[config.mk]
export PLATFORM = sky130hd
export DESIGN_NAME = input_debounce_sync
export DESIGN_NICKNAME = d
export VERILOG_FILES = /design/src/rtl/input_debounce_sync.sv
export SDC_FILE = /design/constraint.sdc
export NUM_CORES = 1
export LEC_CHECK = 0
export CAP_MARGIN = 20
export CORE_MARGIN = 10
export CORE_UTILIZATION = 60
export CTS_CLUSTER_SIZE = 8
export DETAILED_ROUTE_END_ITERATION = 12
export GPL_ROUTABILITY_DRIVEN = 1
export PLACE_DENSITY_LB_ADDON = 0.2
export SLEW_MARGIN = 20
export SYNTH_ARGS = -nofsm -noshare
export SYNTH_HDL_FRONTEND = slang
export SYNTH_SLANG_ARGS = --single-unit
[constraint.sdc]
create_clock -name i_clk -period 38.9 [get_ports i_clk]
set_input_delay 7.78 -clock i_clk [delete_from_list [all_inputs] [get_ports i_clk]]
set_output_delay 7.78 -clock i_clk [all_outputs]
set_load 0.005 [all_outputs]
[src/rtl/input_debounce_sync.sv]
// Two-flop synchroniser plus per-bit stability-counter debounce for buttons and switches.
// Buttons additionally get registered press/release pulses and a saturating long-hold flag.
module input_debounce_sync #(
  parameter int N_BTN           = 5,
  parameter int N_SW            = 8,
  parameter int DEBOUNCE_CYCLES = 1000000,
  parameter int HOLD_CYCLES     = 100000000
) (
  input  logic             i_clk,
  input  logic             i_reset,
  input  logic [N_BTN-1:0] i_btn_raw,
  input  logic [N_SW-1:0]  i_sw_raw,
  output logic [N_BTN-1:0] o_btn,
  output logic [N_SW-1:0]  o_sw,
  output logic [N_BTN-1:0] o_btn_press,
  output logic [N_BTN-1:0] o_btn_release,
  output logic [N_BTN-1:0] o_btn_hold
);

  localparam int N_IN   = N_BTN + N_SW;
  localparam int DB_W   = $clog2(DEBOUNCE_CYCLES + 1);
  localparam int HOLD_W = $clog2(HOLD_CYCLES + 1);
  localparam logic [DB_W-1:0]   DB_LAST  = DB_W'(DEBOUNCE_CYCLES - 1);
  localparam logic [HOLD_W-1:0] HOLD_MAX = HOLD_W'(HOLD_CYCLES);

  logic [N_IN-1:0] raw_in;
  logic [N_IN-1:0] sync1_q;
  logic [N_IN-1:0] sync2_q;
  logic [N_IN-1:0] stable_q;
  logic [N_IN-1:0] stable_d;

  assign raw_in = {i_sw_raw, i_btn_raw};

  always_ff @(posedge i_clk or posedge i_reset) begin
    if (i_reset) begin
      sync1_q  <= '0;
      sync2_q  <= '0;
      stable_q <= '0;
    end else begin
      sync1_q  <= raw_in;
      sync2_q  <= sync1_q;
      stable_q <= stable_d;
    end
  end

  genvar gi;
  generate
    for (gi = 0; gi < N_IN; gi++) begin : g_db
      logic [DB_W-1:0] cnt_q;
      logic [DB_W-1:0] cnt_d;
      logic            level_d;

      // Any sample matching the accepted level restarts the count.
      always_comb begin
        cnt_d   = '0;
        level_d = stable_q[gi];
        if (sync2_q[gi] != stable_q[gi]) begin
          if (cnt_q == DB_LAST) begin
            level_d = sync2_q[gi];
          end else begin
            cnt_d = cnt_q + DB_W'(1);
          end
        end
      end

      assign stable_d[gi] = level_d;

      always_ff @(posedge i_clk or posedge i_reset) begin
        if (i_reset) begin
          cnt_q <= '0;
        end else begin
          cnt_q <= cnt_d;
        end
      end
    end
  endgenerate

  logic [N_BTN-1:0] btn_q;
  logic [N_BTN-1:0] btn_d;
  logic [N_BTN-1:0] press_q;
  logic [N_BTN-1:0] release_q;
  logic [N_BTN-1:0] hold_q;
  logic [N_BTN-1:0] hold_d;

  assign btn_q = stable_q[N_BTN-1:0];
  assign btn_d = stable_d[N_BTN-1:0];

  always_ff @(posedge i_clk or posedge i_reset) begin
    if (i_reset) begin
      press_q   <= '0;
      release_q <= '0;
      hold_q    <= '0;
    end else begin
      press_q   <= btn_d & ~btn_q;
      release_q <= ~btn_d & btn_q;
      hold_q    <= hold_d;
    end
  end

  generate
    for (gi = 0; gi < N_BTN; gi++) begin : g_hold
      logic [HOLD_W-1:0] hcnt_q;
      logic [HOLD_W-1:0] hcnt_d;

      // Counting starts the cycle after the level rises, so the flag lands HOLD_CYCLES edges later.
      always_comb begin
        hcnt_d = hcnt_q;
        if (!btn_d[gi]) begin
          hcnt_d = '0;
        end else if (btn_q[gi] && (hcnt_q != HOLD_MAX)) begin
          hcnt_d = hcnt_q + HOLD_W'(1);
        end
      end

      assign hold_d[gi] = btn_d[gi] && (hcnt_d == HOLD_MAX);

      always_ff @(posedge i_clk or posedge i_reset) begin
        if (i_reset) begin
          hcnt_q <= '0;
        end else begin
          hcnt_q <= hcnt_d;
        end
      end
    end
  endgenerate

  assign o_btn         = stable_q[N_BTN-1:0];
  assign o_sw          = stable_q[N_IN-1:N_BTN];
  assign o_btn_press   = press_q;
  assign o_btn_release = release_q;
  assign o_btn_hold    = hold_q;

endmodule

# ---- Word level (Yosys, flattened, before mapping)
# Cells that the tools add are included.
# W data, S select, Z words.
dict set report word_totals {
  reg_bits 449
  output_inout_bits 28
}
dict set report op_classes {
  n_reduce_logical 18
  muxes 46
  bitwise_logic 4
  eq_ne 36
  add_sub_neg 18
}
# cell count
set ops {}
lappend ops {{$mux W20} 26}
lappend ops {{$mux W27} 10}
lappend ops {{$add A20 B1 Y20 const B} 13}
lappend ops {{$eq A20 B20 Y1 const B} 13}
lappend ops {{$add A27 B1 Y27 const B} 5}
lappend ops {{$eq A27 B27 Y1 const B} 5}
lappend ops {{$ne A27 B27 Y1 const B} 5}
lappend ops {{$reduce_and A2 Y1} 8}
lappend ops {{$ne A1 B1 Y1} 13}
lappend ops {{$and A5 B5 Y5} 2}
lappend ops {{$logic_and A1 B1 Y1} 10}
lappend ops {{$mux W1} 10}
lappend ops {{$not A5 Y5} 2}

# ---- Logic depth before layout (Yosys ltp)
dict set report depth {
  ltp_word 6
  depth_mapped 10
}

# ---- Worst setup path before layout
# Ideal clock, no wire load.
dict set report synth_timing {
  path_kind {reg2out}
  from {register stable_q[0]}
  to {output o_btn[0]}
  n_path_buf 0
  arrival_ps 402
  required_ps 31120
  path_stages_with_launch 1
  path_slack_ps 30718
  path_cell_list {dfrtp_1}
}
# item line_no
set synth_lines {}
lappend synth_lines {{start: declaration} 29} ;# logic [N_IN-1:0] stable_q;
lappend synth_lines {{start signal: assignment} 42} ;# stable_q <= stable_d;
lappend synth_lines {{end: declaration} 13} ;# output logic [N_BTN-1:0] o_btn,
# No word-level cell between the ends.

==> flow_metrics.tcl <==
set metrics [dict create \
    via_per_inst 5.74 \
    ys.flop_type "dfrtp_1" \
    crit_cells 5 \
    drc 0 \
    path_class "input port to asynchronous set/reset pin" \
    dr.first_iter.drc_count 1161 \
    holdPathStages 0 \
    setup_tns_ns 0 \
    hpwl_um 27900 \
    synth_fa_ha_area_frac 0.0131 \
    diodes 0 \
    drtPass1Iterations 5 \
    whs_ns 0.345 \
    status "completed" \
    synth_area_leaders "dfrtp_1 (51%), nor2_1 (7.8%), xor2_1 (7.6%)" \
    worstSetupStartpointType "input port" \
    rsz0062_at_grt "no" \
    drtAntennaViolNets 0 \
    cts-resized-gates 0 \
    synthDistinctLibCells 65 \
    n_fill_cell 2811 \
    hold_buffers 0 \
    grt_max_degree 112 \
    dieArea_mm2 0.0448 \
    swShare 0.210 \
    grt-ovfl-total 0 \
    critical_path_arrival_ns 11.46 \
    synth.most_common_cell "nor2_1" \
    r2r.worst_path.cells 9 \
    critPathMostFrequentCell "buf_4" \
    die_h_um 212 \
    pwr-share-clk 0.501 \
    antenna_found_initial 0 \
    io_pins 43 \
    cap_violations 0 \
    cts_max_path_buffers 3 \
    min_period_ns 10.89 \
    setup_viol 0 \
    relSlewSlack 0.338 \
    fmax_mhz 91.8 \
    critical-path-max-stage-delay_ns 0.90 \
    finalMaxSlewViolations 0 \
    drt-wirelength-per-cell_um 15.3 \
    start_util 0.604 \
    coreArea_mm2 0.0364 \
    drive_gt1_frac 0.0566 \
    yosys.area_share.simple 0.272 \
    crit_buf_inv 5 \
    synth-compound-area-share 0.0261 \
    numPortBuffers 42 \
    multi_input_area_mm2 0.0103 \
    required_ns 39.47 \
    rows 70 \
    async_flop_share 1.00 \
    synth.mux.area_fraction 0.0111 \
    yosysSeqAreaShare 0.510 \
    syn_inst 2262 \
    syn-cell-area_mm2 0.0220 \
    cp_max_fo 111 \
    r2r_slack_ns 35.51 \
    synth.ff_latch_count 449 \
    fp.dieW_um 212 \
    place_area_mm2 0.0228 \
    p_per_area_mw_per_mm2 40.6 \
    finish.instance_area_mm2 0.0246 \
    ys.warnings.count 0 \
    synth_edf_count 0 \
    hold_violations 0 \
    routed_wirelength_um 42600 \
    fin_skew_ns 0.0171 \
    internal_power_uw 788 \
    leakage_uw 0.0103 \
    yosys.area.top_type "dfrtp_1" \
    p_seq_frac 0.478 \
    tightest_slew_ns 0.992 \
    p_comb_frac 0.021 \
    cts.clk_slew.worst_paths_ns 0.04 \
    clk_latency_ns 0.56 \
    slowest_stage "buf_4" \
    register_area_mm2 0.0112 \
    synth_nets 2300 \
    cpLargestDelayFamily "buffers and inverters" \
    cp-end-kind "asynchronous set/reset pin" \
    cts-root-buf "clkbuf_16" \
    grtUsageTotal 0.198 \
    max-vdd-ir-drop_mv 0.0312 \
    synth-xor-area-share 0.144 \
    vias 15955 \
    period_share 0.280 \
    htree_levels 3 \
    path_cells "clkdlybuf4s50_1, inv_8, buf_4, buf_4, buf_4" \
    cts_sinks 449 \
    hold_path.class "register to register" \
    grt_pass1_wl_um 75400 \
    cts_tree "done" \
    gp_congestion 0.914 \
    numCtsBuffers 66 \
    first_global_vias 16057 \
    areaGrowthSynthToFinish_pct 11.5 \
    avgSynthCellArea_um2 9.73 \
    p_sw_uw 209 \
    synth_top_area_frac 0.510 \
    synth_common_cells "nor2_1 (460), dfrtp_1 (449), xor2_1 (192), xnor2_1 (169), nand2_1 (147)" \
    layout.nets 2347 \
    cts_setup_buffers 0 \
    synth_top_family_by_area "simple AND/OR/NAND/NOR gates" \
]
==> area by class of cell <==
cell class                      count  area share
Clock buffer                       70      0.0705
Clock inverter                      3     0.00107
Inverter                           52     0.00825
Multi-Input combinational cell   1687       0.418
Sequential cell                   449       0.458
Tap cell                          468      0.0238
Timing Repair Buffer               53      0.0205
==> placed cells by master, fill, tap and decap left out, types with 9 or more instances in the layout <==
cell / synthesis / final
or2_2: 13 / 13
dfrtp_1: 449 / 449
nor3_1: 46 / 46
buf_4: 6 / 11
nand2b_1: 9 / 9
nor4b_1: 10 / 10
and4_1: 26 / 26
inv_1: 52 / 51
nand2_1: 147 / 147
nand3_1: 136 / 136
clkdlybuf4s50_1: 0 / 42
nor3b_1: 14 / 14
and2_1: 19 / 19
mux2_2: 11 / 11
clkbuf_16: 0 / 69
nor2_1: 460 / 460
xnor2_1: 169 / 169
nor4_1: 48 / 48
xor2_1: 192 / 192
nand4_1: 101 / 101
or3_1: 25 / 25
a21oi_1: 34 / 34
ha_1: 23 / 23
o21ai_0: 27 / 27
and3_1: 73 / 73
==> per-layer routing <==
layer  GRT usage  vias to the layer above  wire, µm
li1            -                     7793         -
met1       0.264                     7776     19700
met3      0.0379                       91      1800
met2       0.318                      295     20000
met5           0                        -         0
met4      0.0667                        0      1010
==> power groups by stage <==
stage	Sequential, µW	Clock [µW]	Combinational, µW
after floorplan	484	0	15.5
after global placement	484	0	21.3
after detailed placement	484	0	21.9
after CTS	477	514	22.1
after global routing	477	534	24.6
final	477	499	21.0
==> state kept, by name (all words and copies together) (netlist names) <==
| name | cells |
|---|---|
| sync2_q | 13 |
| sync1_q | 13 |
| o_btn_release | 5 |
| o_btn_press | 5 |
| g_db.cnt_q | 260 |
| stable_q | 13 |
| g_hold.hcnt_q | 135 |
| o_btn_hold | 5 |
==> worst paths after layout <==
kind | start | to
max | i_reset | g_hold[4].hcnt_q[16]
min | sync1_q[10] | sync2_q[10]
max reg2reg | g_db[1].cnt_q[0] | o_btn_hold[1]
min reg2reg | sync1_q[10] | sync2_q[10]
max in group i_clk | stable_q[0] | o_btn[0]
min in group asynchronous | i_reset | sync2_q[12]
==> per-stage QoR <==
step | cells | setup WS [ns] | utilization | total power, µW
4_1_cts | 2782 | 27.82 | 0.674 | 1010
6_report | 2782 | 28.01 | 0.674 | 997
5_1_grt | 2782 | 27.46 | 0.674 | 1040
2_1_floorplan | 2262 | 18.61 | - | 499
3_3_place_gp | 2709 | 27.29 | 0.626 | 505
3_5_place_dp | 2709 | 27.23 | 0.626 | 506
==> kinds of logic (layout without fill, tap and decap cells) <==
group           count (synthesis)  after routing
simple gates                 1186           1186
flops                         449            449
xor+xnor                      361            361
buf+inv                       126            178
compound gates                 94             94
fa+ha+maj                      23             23
mux                            23             23
No activity file was read; power rests on OpenSTA's default activity.
